`src/rtl/stepgen_ctrl_pkg.sv`:
```
// Shared definitions for the step generator host controller: register map
// helpers and CONTROL/status bit positions.
package stepgen_ctrl_pkg;

  localparam int CTRL_RUN     = 0;
  localparam int CTRL_CLRBITE = 1;

  localparam int STAT_ENABLE  = 0;
  localparam int STAT_BITE    = 1;

  // Per-channel velocity bytes occupy 0 .. 2*ch-1; shared registers follow.
  function automatic int addr_dirtime(input int ch);
    return 2 * ch;
  endfunction

  function automatic int addr_steptime(input int ch);
    return 2 * ch + 1;
  endfunction

  function automatic int addr_control(input int ch);
    return 2 * ch + 2;
  endfunction

endpackage

```
`src/rtl/stepgen_watchdog.sv`:
```
// Commit watchdog: reloads on every commit, counts wd_tick while enabled,
// and bites (drops enable) when the count runs out.
module stepgen_watchdog #(
  parameter int            WD      = 8,
  parameter logic [WD-1:0] WD_LOAD = 8'd200
) (
  input  logic clk,
  input  logic rst_n,
  input  logic commit,
  input  logic run_req,
  input  logic clr_bite,
  input  logic wd_tick,
  output logic enable,
  output logic wd_bite,
  output logic expire
);

  logic [WD-1:0] count_q, count_d;
  logic          bite_q, bite_d;
  logic          en_q, en_d;

  // NOTE: combinational blocks use blocking '=' and assign every output a
  // default first, so no path through the block can infer a latch.
  always_comb begin
    count_d = count_q;
    bite_d  = bite_q;
    en_d    = en_q;
    expire  = 1'b0;
    if (commit) begin
      // A commit overrides any tick arriving on the same edge.
      count_d = WD_LOAD;
      bite_d  = bite_q & ~clr_bite;
      en_d    = run_req & ~bite_d;
    end else if (en_q && wd_tick && (count_q != '0)) begin
      if (count_q == WD'(1)) begin
        count_d = '0;
        bite_d  = 1'b1;
        en_d    = 1'b0;
        expire  = 1'b1;
      end else begin
        count_d = count_q - WD'(1);
      end
    end
  end

  // NOTE: state registers use non-blocking '<=' so every flop samples the
  // pre-edge values, independent of statement order.
  always_ff @(posedge clk or negedge rst_n) begin
    if (!rst_n) begin
      count_q <= '0;
      bite_q  <= 1'b0;
      en_q    <= 1'b0;
    end else begin
      count_q <= count_d;
      bite_q  <= bite_d;
      en_q    <= en_d;
    end
  end

  assign enable  = en_q;
  assign wd_bite = bite_q;

endmodule

```
`src/rtl/stepgen_ctrl.sv`:
```
// Host-facing controller for CH step generators: byte-wide shadow registers,
// atomic commit, coherent position snapshot readback and a commit watchdog.
module stepgen_ctrl
  import stepgen_ctrl_pkg::*;
#(
  parameter int            CH      = 4,
  parameter int            W       = 12,
  parameter int            F       = 10,
  parameter int            T       = 5,
  parameter int            A       = 4,
  parameter int            WD      = 8,
  parameter logic [WD-1:0] WD_LOAD = 8'd200
) (
  input  logic                  clk,
  input  logic                  rst_n,
  input  logic                  wr,
  input  logic                  rd,
  input  logic [A-1:0]          addr,
  input  logic [7:0]            wdata,
  output logic [7:0]            rdata,
  input  logic                  wd_tick,
  input  logic [CH*(W+F)-1:0]   position,
  output logic [CH*(F+1)-1:0]   velocity,
  output logic [T-1:0]          dirtime,
  output logic [T-1:0]          steptime,
  output logic                  enable
);

  localparam logic [A-1:0] ADDR_DT   = A'(addr_dirtime(CH));
  localparam logic [A-1:0] ADDR_ST   = A'(addr_steptime(CH));
  localparam logic [A-1:0] ADDR_CTRL = A'(addr_control(CH));

  typedef logic [F:0] vel_t;

  vel_t          vel_sh_q [CH], vel_sh_d [CH];
  vel_t          vel_q    [CH], vel_d    [CH];
  logic [T-1:0]  dt_sh_q, dt_sh_d, st_sh_q, st_sh_d;
  logic [T-1:0]  dt_q, dt_d, st_q, st_d;
  logic [W-1:0]  snap_q   [CH], snap_d   [CH];
  logic [15:0]   snap_ext [CH];
  logic [7:0]    rdata_q, rdata_d;
  logic          commit, wd_bite, expire;

  assign commit = wr && (addr == ADDR_CTRL);

  stepgen_watchdog #(.WD(WD), .WD_LOAD(WD_LOAD)) u_wd (
    .clk      (clk),
    .rst_n    (rst_n),
    .commit   (commit),
    .run_req  (wdata[CTRL_RUN]),
    .clr_bite (wdata[CTRL_CLRBITE]),
    .wd_tick  (wd_tick),
    .enable   (enable),
    .wd_bite  (wd_bite),
    .expire   (expire)
  );

  // Readback only needs the integer part, widened to 16 bits for two bytes.
  for (genvar c = 0; c < CH; c++) begin : g_ext
    if (W < 16) begin : g_sx
      assign snap_ext[c] = {{(16 - W){snap_q[c][W-1]}}, snap_q[c]};
    end else begin : g_tr
      assign snap_ext[c] = snap_q[c][15:0];
    end
  end

  always_comb begin
    vel_sh_d = vel_sh_q;
    dt_sh_d  = dt_sh_q;
    st_sh_d  = st_sh_q;
    vel_d    = vel_q;
    dt_d     = dt_q;
    st_d     = st_q;
    snap_d   = snap_q;

    if (wr) begin
      for (int c = 0; c < CH; c++) begin
        if (addr == A'(2 * c))     vel_sh_d[c][7:0] = wdata;
        if (addr == A'(2 * c + 1)) vel_sh_d[c][F:8] = wdata[F-8:0];
      end
      if (addr == ADDR_DT) dt_sh_d = wdata[T-1:0];
      if (addr == ADDR_ST) st_sh_d = wdata[T-1:0];
    end

    if (commit) begin
      vel_d = vel_sh_q;
      dt_d  = dt_sh_q;
      st_d  = st_sh_q;
      for (int c = 0; c < CH; c++) snap_d[c] = position[c*(W+F)+F +: W];
    end else if (expire) begin
      for (int c = 0; c < CH; c++) vel_d[c] = '0;
    end
  end

  always_comb begin
    rdata_d = rdata_q;
    if (rd) begin
      rdata_d = '0;
      for (int c = 0; c < CH; c++) begin
        if (addr == A'(2 * c))     rdata_d = snap_ext[c][7:0];
        if (addr == A'(2 * c + 1)) rdata_d = snap_ext[c][15:8];
      end
      if (addr == ADDR_CTRL) begin
        rdata_d[STAT_ENABLE] = enable;
        rdata_d[STAT_BITE]   = wd_bite;
      end
    end
  end

  // NOTE: the register arrays are reset like any other flop because their
  // contents reach the outputs and readback directly; they are not RAMs.
  always_ff @(posedge clk or negedge rst_n) begin
    if (!rst_n) begin
      for (int c = 0; c < CH; c++) begin
        vel_sh_q[c] <= '0;
        vel_q[c]    <= '0;
        snap_q[c]   <= '0;
      end
      dt_sh_q <= '0;
      st_sh_q <= '0;
      dt_q    <= '0;
      st_q    <= '0;
      rdata_q <= '0;
    end else begin
      vel_sh_q <= vel_sh_d;
      vel_q    <= vel_d;
      snap_q   <= snap_d;
      dt_sh_q  <= dt_sh_d;
      st_sh_q  <= st_sh_d;
      dt_q     <= dt_d;
      st_q     <= st_d;
      rdata_q  <= rdata_d;
    end
  end

  always_comb begin
    velocity = '0;
    for (int c = 0; c < CH; c++) velocity[c*(F+1) +: F+1] = vel_q[c];
  end

  assign dirtime  = dt_q;
  assign steptime = st_q;
  assign rdata    = rdata_q;

endmodule
```
`config.mk`:
```
export PLATFORM = sky130hd
export DESIGN_NAME = stepgen_ctrl
export DESIGN_NICKNAME = d
export VERILOG_FILES = /design/src/rtl/stepgen_ctrl_pkg.sv /design/src/rtl/stepgen_watchdog.sv /design/src/rtl/stepgen_ctrl.sv
export SDC_FILE = /design/constraint.sdc
export NUM_CORES = 1
export LEC_CHECK = 0
export BUFFER_PORTS_ARGS = -buffer_cell sky130_fd_sc_hd__buf_2
export CAP_MARGIN = 20
export CORE_ASPECT_RATIO = 1.2
export CORE_UTILIZATION = 40
export DETAILED_ROUTE_END_ITERATION = 8
export GPL_TIMING_DRIVEN = 0
export PLACE_DENSITY_LB_ADDON = 0.25
export SETUP_SLACK_MARGIN = 0.3
export SLEW_MARGIN = 5
export SYNTH_ARGS = -nofsm -noshare
export SYNTH_HDL_FRONTEND = slang
export SYNTH_HIERARCHICAL = 1
export SYNTH_SLANG_ARGS = --single-unit
```
`constraint.sdc`:
```
create_clock -name clk -period 4.2 [get_ports clk]
set_input_delay 1.05 -clock clk [delete_from_list [all_inputs] [get_ports clk]]
set_output_delay 1.05 -clock clk [all_outputs]
set_load 0.03 [all_outputs]
```
==> results of run 1 <==
[synthesized netlist by cell type, drive strengths merged (2+ instances only)]
library cell | n | area share (%)
o211ai | 6 | 0.60
o22ai | 8 | 0.66
mux2i | 5 | 0.66
or4 | 3 | 0.35
buf | 22 | 1.7
a211oi | 2 | 0.27
a2111oi | 5 | 1.0
clkbuf | 13 | 0.65
nand2 | 61 | 3.1
dfrtp | 174 | 58
o21ai | 59 | 3.9
nand3 | 3 | 0.20
a21boi | 2 | 0.25
nor2 | 18 | 1.2
nor3 | 2 | 0.13
o221a | 2 | 0.30
or3 | 2 | 0.17
ha | 3 | 0.50
nand4b | 4 | 0.46
or3b | 3 | 0.38
nand3b | 3 | 0.35
a221o | 2 | 0.27
nor4 | 2 | 0.25
o31ai | 4 | 0.40
a21oi | 13 | 0.91
nor2b | 5 | 0.51
nand2b | 54 | 4.6
mux2 | 108 | 16
inv | 10 | 0.50
mux4 | 2 | 0.60
a31oi | 2 | 0.25
or2 | 4 | 0.33
[sequential cells by signal, summed over array words and instances, names as in the netlist]
signal and flops:
u_wd/enable 1, velocity 44, st_sh_q 5, snap_ext 48, dirtime 5, u_wd/wd_bite 1, rdata 8, steptime 5
dt_sh_q 5, u_wd/count_q 8, vel_sh_q 44
[final cells by class]
class | count | area, µm² | share of cell area, %
plain buffers | 35 | 178.9 | 1.975
flip-flops and latches | 174 | 4354 | 48.07
clock inverters | 10 | 88.84 | 0.9808
diodes | 1 | 2.502 | 0.02763
well taps | 252 | 315.3 | 3.481
multi-input cells | 392 | 2968 | 32.77
clock buffers | 22 | 464.2 | 5.125
inverters | 10 | 37.54 | 0.4144
repair buffers | 123 | 648.1 | 7.156
[how the worst min path moves through the flow]
stage | slack, ns | end | cells past startpoint
6_report | 0.48 | velocity[26] | 2
5_1_grt | 0.50 | velocity[9] | 2
4_1_cts | 0.48 | velocity[5] | 2
3_5_place_dp | 0.47 | velocity[5] | 2
3_3_place_gp | 0.46 | velocity[43] | 2
2_1_floorplan | 0.44 | velocity[23] | 2
[through the flow]
stage / cell area [µm²] / cells / TNS (ns)
final: 9057 / 1019 / 0
after global routing: 9055 / 1018 / 0
after CTS: 9055 / 1018 / 0
after detailed placement: 8502 / 986 / 0
after global placement: 8464 / 985 / -76.38
after floorplan: 7538 / 611 / 0
[kinds of logic after synthesis]
| family | after synthesis |
|---|---|
| AOI/OAI and AO/OA | 108 |
| adders and majority gates | 3 |
| buffers and inverters | 45 |
| DFF | 174 |
| muxes | 115 |
| and+or+nand+nor | 166 |
[worst max-delay path: stages]
cell and delay [ns]:
sky130_fd_sc_hd__buf_2 0.18, sky130_fd_sc_hd__nand3b_2 0.17, sky130_fd_sc_hd__nor2_4 0.09, sky130_fd_sc_hd__buf_4 0.20
sky130_fd_sc_hd__buf_2 0.21, sky130_fd_sc_hd__nor2b_1 0.54, sky130_fd_sc_hd__clkbuf_1 0.35, sky130_fd_sc_hd__nand2b_1 0.15
sky130_fd_sc_hd__o21ai_0 0.08
[where the power goes]
group	switching (W)	internal, W	total [W]
Sequential	0.000249	0.00208	0.00233
Combinational	0.000643	0.000454	0.00110
Clock	0.000618	0.000846	0.00146
Total	0.00151	0.00338	0.00489
[layer usage]
metal | vias up | track usage [%] | routed length [µm]
met5 | - | 0 | 8
met4 | 2 | 5.839 | 168
met3 | 17 | 5.478 | 902
met2 | 141 | 31.85 | 8745
met1 | 2558 | 22.86 | 7413
li1 | 2427 | - | -
==> qor.log, run 1 <==
qor: run_status.status completed
qor: timing.finalSetupViolCount 0
qor: timing.layout_setup_ws 1.441 ns
qor: timing.finClkSkew 0.008549 ns
qor: yosys.synth_simple_gate_area_share 12.30%
qor: global_route.initial_antenna_violation_count 2
qor: setup_path.worst_flop_to_flop_path_endpoint velocity[0]
qor: clocking.post_cts_sizing 0
qor: yosys.synth-adder-area-share 0.4979%
qor: yosys.synth-compound-area-share 9.178%
qor: setup_path.r2r_setup_slack 1.59 ns
qor: global_route.grt_use_total 18.77%
qor: setup_path.crit_path_start_kind primary input
qor: clocking.cts_made_buffers 17
qor: route.detail_route.iter0.violations 258
qor: cells_and_area.most-common-layout-cells sky130_fd_sc_hd__dfrtp_1 (174), sky130_fd_sc_hd__buf_2 (135), sky130_fd_sc_hd__mux2_2 (97)
qor: floorplanning.die_x 127.3 µm
qor: yosys.synth.net_count 719
qor: cells_and_area.final.fill_count 1654
qor: place.io_buffer_count 122
qor: clocking.postCtsSetupRepairBufs 0
qor: place.hpwl 12730 µm
qor: cells_and_area.final_util 49.47%
qor: setup_path.worst_r2r_startpoint u_wd/count_q[3]
qor: timing.timing.final.crit_share 65.68%
qor: setup_path.timing.critical_path.arrival 3.03 ns
qor: pwr.static-leakage-power 4.114 nW
qor: cells_and_area.syn2layout_area_growth 20.15%
qor: place.placement.setup.worst_slack 0.9989 ns
qor: clocking.h-tree-depth 4
qor: route.drtPass1Iterations 4
qor: global_route.grt.overflow.total 0
qor: timing.hold_slack 0.4803 ns
qor: clocking.number_of_clock_sinks 174
qor: route.drcViolationCount 0
qor: clocking.max-clock-path-buffers 2
qor: yosys.dominantRegCellSynth sky130_fd_sc_hd__dfrtp_1
qor: yosys.seq_area_frac_synth 57.76%
qor: setup_path.crit_start addr[3]
qor: yosys.synth.area.mux_share 17.39%
qor: yosys.netlist_area 7538 µm²
qor: floorplanning.initial_core_util 41.17%
qor: timing.max_slew.worst_pin.slew 0.6515 ns
qor: min_path.hold_path.startpoint vel_sh_q[15]
qor: clocking.clock_root_buffer sky130_fd_sc_hd__clkbuf_16
qor: pwr.cellPowerDensity 539.8 nW/µm²
qor: route.routedWlPerCell 16.92 µm
qor: floorplanning.ios 168
qor: route.final_antenna_net_count 0
qor: min_path.hold_class reg -> reg
qor: yosys.synth_cells 611
qor: clocking.cts.reportedPaths.clkPinSlew 0.06 ns
qor: timing.maxSlewViolCount 0
qor: floorplanning.floorplan.die_area 19400 µm²
qor: setup_path.required_worst_endpoint 4.47 ns
qor: floorplanning.die_height 152.4 µm
qor: yosys.synth-edff-count 0
qor: route.drt-total-wl 17240 µm
qor: pwr.max-vdd-ir-drop 273.4 µV
qor: clocking.clock_insertion_delay_worst_skew 0.42 ns
qor: timing.shortest_clock_period_the_worst_path_allows_after_layout 2.759 ns
qor: setup_path.ws_path_type in -> reg
qor: setup_path.worstRegToRegCells 6
qor: cells_and_area.num-nets-final 861
qor: timing.timing_hold_violations_final 0
qor: yosys.synth.distinct_cells 58
qor: pwr.totalPowerFinal 0.004889 W
qor: yosys.synth_warnings 6
qor: global_route.grt_start_max_net_pins 101
qor: floorplanning.placeableCoreArea 18310 µm²
qor: yosys.syn-mean-instance-area 12.34 µm²
qor: clocking.cts_hold_repair.buffers 0
qor: clocking.tritoncts done
qor: yosys.synth_top_family_by_area multiplexers
qor: place.finalWeightedCongestion 0.8112
qor: global_route.first_global_vias 5388
qor: cells_and_area.drive_above_1_share 38.64%
qor: timing.relSlewSlack 56.48%
qor: yosys.async_flop_share 100.0%
qor: cells_and_area.most_frequent_standard_cell_in_the_layout_excluding_fill_and_tap_cells sky130_fd_sc_hd__dfrtp_1
qor: setup_path.critical_path_peak_fanout 12
qor: setup_path.worstSetupEndpoint velocity[0]
qor: setup_path.cp-end-kind register
qor: timing.timing.fmax 362.5 MHz
qor: global_route.global_route_wire_length_before_repair 28030 µm
qor: floorplanning.fp-row-count 54
qor: timing.rsz_0062_raised_after_global_routing no
qor: run.max_cap_viol_count 0
qor: route.route.detailed.vias_per_inst 5.049
qor: route.vias 5145
qor: yosys.synth.ff_latch_count 174
qor: yosys.synth-xor-area-share 0%
(Power assumes the default switching activity.)
==> run 2: changes to the inputs <==
--- a/config.mk
+++ b/config.mk
@@ -5,6 +5,7 @@
 export SDC_FILE = /design/constraint.sdc
 export NUM_CORES = 1
 export LEC_CHECK = 0
+export ABC_AREA = 1
 export BUFFER_PORTS_ARGS = -buffer_cell sky130_fd_sc_hd__buf_2
 export CAP_MARGIN = 20
 export CORE_ASPECT_RATIO = 1.2
==> constraint.sdc (replaced) <==
create_clock -name clk -period 2.52 [get_ports clk]
set_input_delay 0.63 -clock clk [delete_from_list [all_inputs] [get_ports clk]]
set_output_delay 0.63 -clock clk [all_outputs]
set_load 0.03 [all_outputs]
==> run 2 against run 1 <==
Against the previous run: sequential cell count is the same; hold slack got worse by 0.25 ns; critical path depth up 3; non-clock buffer count shrank 2; synthesized area down 0.12%; sequential share of layout area down 0.26 points; synthesized cell count is 41% higher; setup slack worse by 0.96 ns; wire length increased by 4.7%; largest power group unchanged.
==> qor.log, run 2 <==
qor: setup_path.worst_r2r_startpoint u_wd/count_q[0] [was u_wd/count_q[3]]
qor: yosys.synth-xor-area-share 0.1163% [was 0%]
qor: yosys.async_flop_share 100.0% [unchanged]
qor: setup_path.cp-end-kind register [unchanged]
qor: yosys.synth.distinct_cells 27 [was 58]
qor: run.max_cap_viol_count 0 [unchanged]
qor: timing.timing_hold_violations_final 0 [unchanged]
qor: yosys.synth_simple_gate_area_share 24.64% [was 12.30%]
qor: cells_and_area.most-common-layout-cells sky130_fd_sc_hd__nand2_1 (323), sky130_fd_sc_hd__dfrtp_1 (174), sky130_fd_sc_hd__buf_2 (134) [was sky130_fd_sc_hd__dfrtp_1 (174), sky130_fd_sc_hd__buf_2 (135), sky130_fd_sc_hd__mux2_2 (97)]
qor: place.io_buffer_count 125 [was 122]
qor: route.vias 5840 [was 5145]
qor: setup_path.r2r_setup_slack 0.53 ns [was 1.59 ns]
qor: setup_path.worst_path_largest_cell_delay 0.24 ns [was 0.54 ns]
qor: setup_path.timing.critical_path.arrival 2.40 ns [was 3.03 ns]
qor: route.met2WireLength 9046 µm [was 8745 µm]
qor: route.final_antenna_net_count 0 [unchanged]
qor: pwr.cellPowerDensity 993.6 nW/µm² [was 539.8 nW/µm²]
qor: cells_and_area.syn2layout_area_growth 20.95% [was 20.15%]
qor: setup_path.ws_path_type in -> reg [unchanged]
qor: place.postPlaceCellArea 8508 µm² [was 8502 µm²]
qor: route.drcViolationCount 0 [unchanged]
qor: yosys.netlist_area 7530 µm² [was 7538 µm²]
qor: global_route.initial_antenna_violation_count 1 [was 2]
qor: floorplanning.initial_core_util 41.12% [was 41.17%]
qor: yosys.post-synth-top-area-cell sky130_fd_sc_hd__dfrtp_1 [unchanged]
qor: min_path.hold_class in -> async [was reg -> reg]
qor: clocking.postCtsSetupRepairBufs 0 [unchanged]
qor: setup_path.worst_flop_to_flop_path_endpoint velocity[34] [was velocity[0]]
qor: place.finalWeightedCongestion 0.8356 [was 0.8112]
qor: cells_and_area.final_util 49.74% [was 49.47%]
qor: setup_path.cp_num_buf_inv 6 [was 4]
qor: cells_and_area.drive_above_1_share 24.41% [was 38.64%]
qor: setup_path.worstRegToRegCells 11 [was 6]
qor: yosys.synthMostInstantiatedCell sky130_fd_sc_hd__nand2_1 [was sky130_fd_sc_hd__dfrtp_1]
qor: timing.relSlewSlack 48.99% [was 56.48%]
qor: yosys.synth.area.mux_share 0% [was 17.39%]
qor: setup_path.critPathSlowestCell sky130_fd_sc_hd__buf_4 [was sky130_fd_sc_hd__nor2b_1]
qor: yosys.syn-mean-instance-area 8.766 µm² [was 12.34 µm²]
qor: global_route.grt_use_total 20.41% [was 18.77%]
qor: floorplanning.ios 168 [unchanged]
qor: floorplanning.die_x 127.2 µm [was 127.3 µm]
qor: clocking.cts_made_buffers 17 [unchanged]
qor: setup_path.critical-path-top-delay-family buffers and inverters [was simple AND/OR/NAND/NOR gates]
qor: clocking.cts_hold_repair.buffers 0 [unchanged]
qor: clocking.cts.reportedPaths.clkPinSlew 0.07 ns [was 0.06 ns]
qor: yosys.synth_top_family_by_area simple AND/OR/NAND/NOR gates [was multiplexers]
qor: timing.max_slew.worst_pin.slew 0.7651 ns [was 0.6515 ns]
qor: route.route.met3.wl 625 µm [was 902 µm]
qor: global_route.grt_start_max_net_pins 105 [was 101]
qor: cells_and_area.num-nets-final 1112 [was 861]
qor: clocking.clock_insertion_delay_worst_skew 0.43 ns [was 0.42 ns]
qor: cells_and_area.num_antenna_cells 0 [was 1]
qor: setup_path.critical_path_peak_fanout 15 [was 12]
qor: route.drtPass1Iterations 6 [was 4]
qor: route.route.detailed.vias_per_inst 4.606 [was 5.049]
qor: yosys.synth_top_cells_by_area sky130_fd_sc_hd__dfrtp_1 (58%), sky130_fd_sc_hd__nand2_1 (16%), sky130_fd_sc_hd__o21ai_2 (4.7%) [was sky130_fd_sc_hd__dfrtp_1 (58%), sky130_fd_sc_hd__mux2_2 (14%), sky130_fd_sc_hd__nand2b_1 (4.3%)]
qor: setup_path.crit_path_start_kind primary input [unchanged]
qor: timing.finClkSkew 0.01133 ns [was 0.008549 ns]
qor: yosys.synthTopCellsByCount sky130_fd_sc_hd__nand2_1 (323), sky130_fd_sc_hd__dfrtp_1 (174), sky130_fd_sc_hd__inv_1 (81), sky130_fd_sc_hd__o21ai_0 (60), sky130_fd_sc_hd__nor2_1 (54) [was sky130_fd_sc_hd__dfrtp_1 (174), sky130_fd_sc_hd__mux2_2 (97), sky130_fd_sc_hd__nand2_1 (60), sky130_fd_sc_hd__o21ai_0 (54), sky130_fd_sc_hd__nand2b_1 (52)]
qor: timing.timing.final.crit_share 80.88%
qor: timing.maxSlewViolCount 0 [unchanged]
qor: global_route.global_route_wire_length_before_repair 30130 µm [was 28030 µm]
qor: clocking.h-tree-depth 4 [unchanged]
qor: clocking.post_cts_sizing 0 [unchanged]
qor: timing.finalSetupViolCount 0 [unchanged]
qor: timing.rsz_0062_raised_after_global_routing no [unchanged]
qor: timing.timing.fmax 490.6 MHz
qor: global_route.grt.overflow.total 0 [unchanged]
qor: yosys.synth-compound-area-share 9.953% [was 9.178%]
qor: place.hpwl 12980 µm [was 12730 µm]
qor: cells_and_area.most_frequent_standard_cell_in_the_layout_excluding_fill_and_tap_cells sky130_fd_sc_hd__nand2_1 [was sky130_fd_sc_hd__dfrtp_1]
qor: route.drt-total-wl 18060 µm [was 17240 µm]
qor: route.detail_route.iter0.violations 432 [was 258]
qor: floorplanning.fp-row-count 54 [unchanged]
qor: route.routedLengthMet1 8061 µm [was 7413 µm]
qor: yosys.synth_cells 859 [was 611]
qor: setup_path.required_worst_endpoint 2.88 ns [was 4.47 ns]
qor: cells_and_area.largest_register_ff_count 48 [unchanged]
qor: clocking.tritoncts done [unchanged]
qor: yosys.synth.net_count 967 [was 719]
qor: clocking.max-clock-path-buffers 2 [unchanged]
qor: floorplanning.placeableCoreArea 18310 µm² [unchanged]
qor: pwr.static-leakage-power 4.743 nW [was 4.114 nW]
qor: run_status.status completed [unchanged]
qor: route.routedWlPerCell 14.24 µm [was 16.92 µm]
qor: yosys.seq_area_frac_synth 57.83% [was 57.76%]
qor: timing.setup-tns-final 0 ns [unchanged]
qor: clocking.clock_root_buffer sky130_fd_sc_hd__clkbuf_16 [unchanged]
qor: floorplanning.floorplan.die_area 19380 µm² [was 19400 µm²]
qor: setup_path.timing.critical_path.cells buf_2 -> inv_1 -> nor2_2 -> nand2_1 -> nor2_2 -> buf_4 -> buf_4 -> nor2_1 -> or2_1 -> buf_6 -> buf_6 -> o21ai_2 [was buf_2 -> nand3b_2 -> nor2_4 -> buf_4 -> buf_2 -> nor2b_1 -> clkbuf_1 -> nand2b_1 -> o21ai_0]
qor: cells_and_area.postLayoutCellArea 9107 µm² [was 9057 µm²]
qor: clocking.number_of_clock_sinks 174 [unchanged]
qor: floorplanning.die_height 152.3 µm [was 152.4 µm]
qor: pwr.max-vdd-ir-drop 486.3 µV [was 273.4 µV]
qor: yosys.synth-adder-area-share 0.4985% [was 0.4979%]
qor: yosys.synth_warnings 6 [unchanged]
qor: route.highest_layer met5 [unchanged]
qor: yosys.synth-edff-count 0 [unchanged]
qor: yosys.synth.ff_latch_count 174 [unchanged]
qor: yosys.dominantRegCellSynth sky130_fd_sc_hd__dfrtp_1 [unchanged]
qor: yosys.synth_top_cell_area_share 57.83% [was 57.76%]
qor: global_route.first_global_vias 5849 [was 5388]
qor: timing.shortest_clock_period_the_worst_path_allows_after_layout 2.038 ns
[run 2: worst max path at each step]
stage,from,to,slack [ns],cells after the start
floorplan,wr,velocity[0],0.40,10
global placement,rst_n,velocity[18],-1.95,1
detailed placement,addr[3],velocity[34],0.04,12
CTS,addr[3],velocity[34],0.49,12
global route,addr[3],velocity[1],0.35,12
finish,addr[3],velocity[34],0.48,12
[run 2: cells by family after synthesis]
group	after synthesis
AND/OR/NAND/NOR	447
AO/OA/AOI/OAI	117
buffers and inverters	117
flip-flops	174
XOR/XNOR	1
adder cells (fa/ha/maj)	3
[run 2: area by class of cell]
cell class,count,area (µm²)
inverter,87,331.6
tap,252,315.3
timing repair buffer,126,663.1
fill,1837,9203
sequential,174,4354
clock buffer,19,442.9
multi-input combinational,568,2651
buffer,30,192.7
clock inverter,12,156.4
[run 2: layer usage]
layer,vias to the layer above,global-route usage (%)
met4,2,6.973
met2,129,34.72
met5,-,0
met3,22,4.213
li1,2964,-
met1,2723,25.75
[run 2: metrics by stage]
stage	power, W	cells	setup slack (ns)	hold WS, ns
final	0.009049	1268	0.4818	0.2287
after global routing	0.009577	1268	0.3547	0.2940
after CTS	0.009138	1268	0.4871	0.2722
after detailed placement	0.006445	1237	0.03876	0.4552
after global placement	0.006370	1236	-1.949	0.4484
after floorplan	0.005679	859	0.3997	0.3344
[run 2: power by group]
part           switching (W)  leakage, nW  internal, W  total, W
combinational        0.00159         2.28     0.000820   0.00241
sequential          0.000452         2.18      0.00351   0.00396
clock                0.00116        0.289      0.00151   0.00268
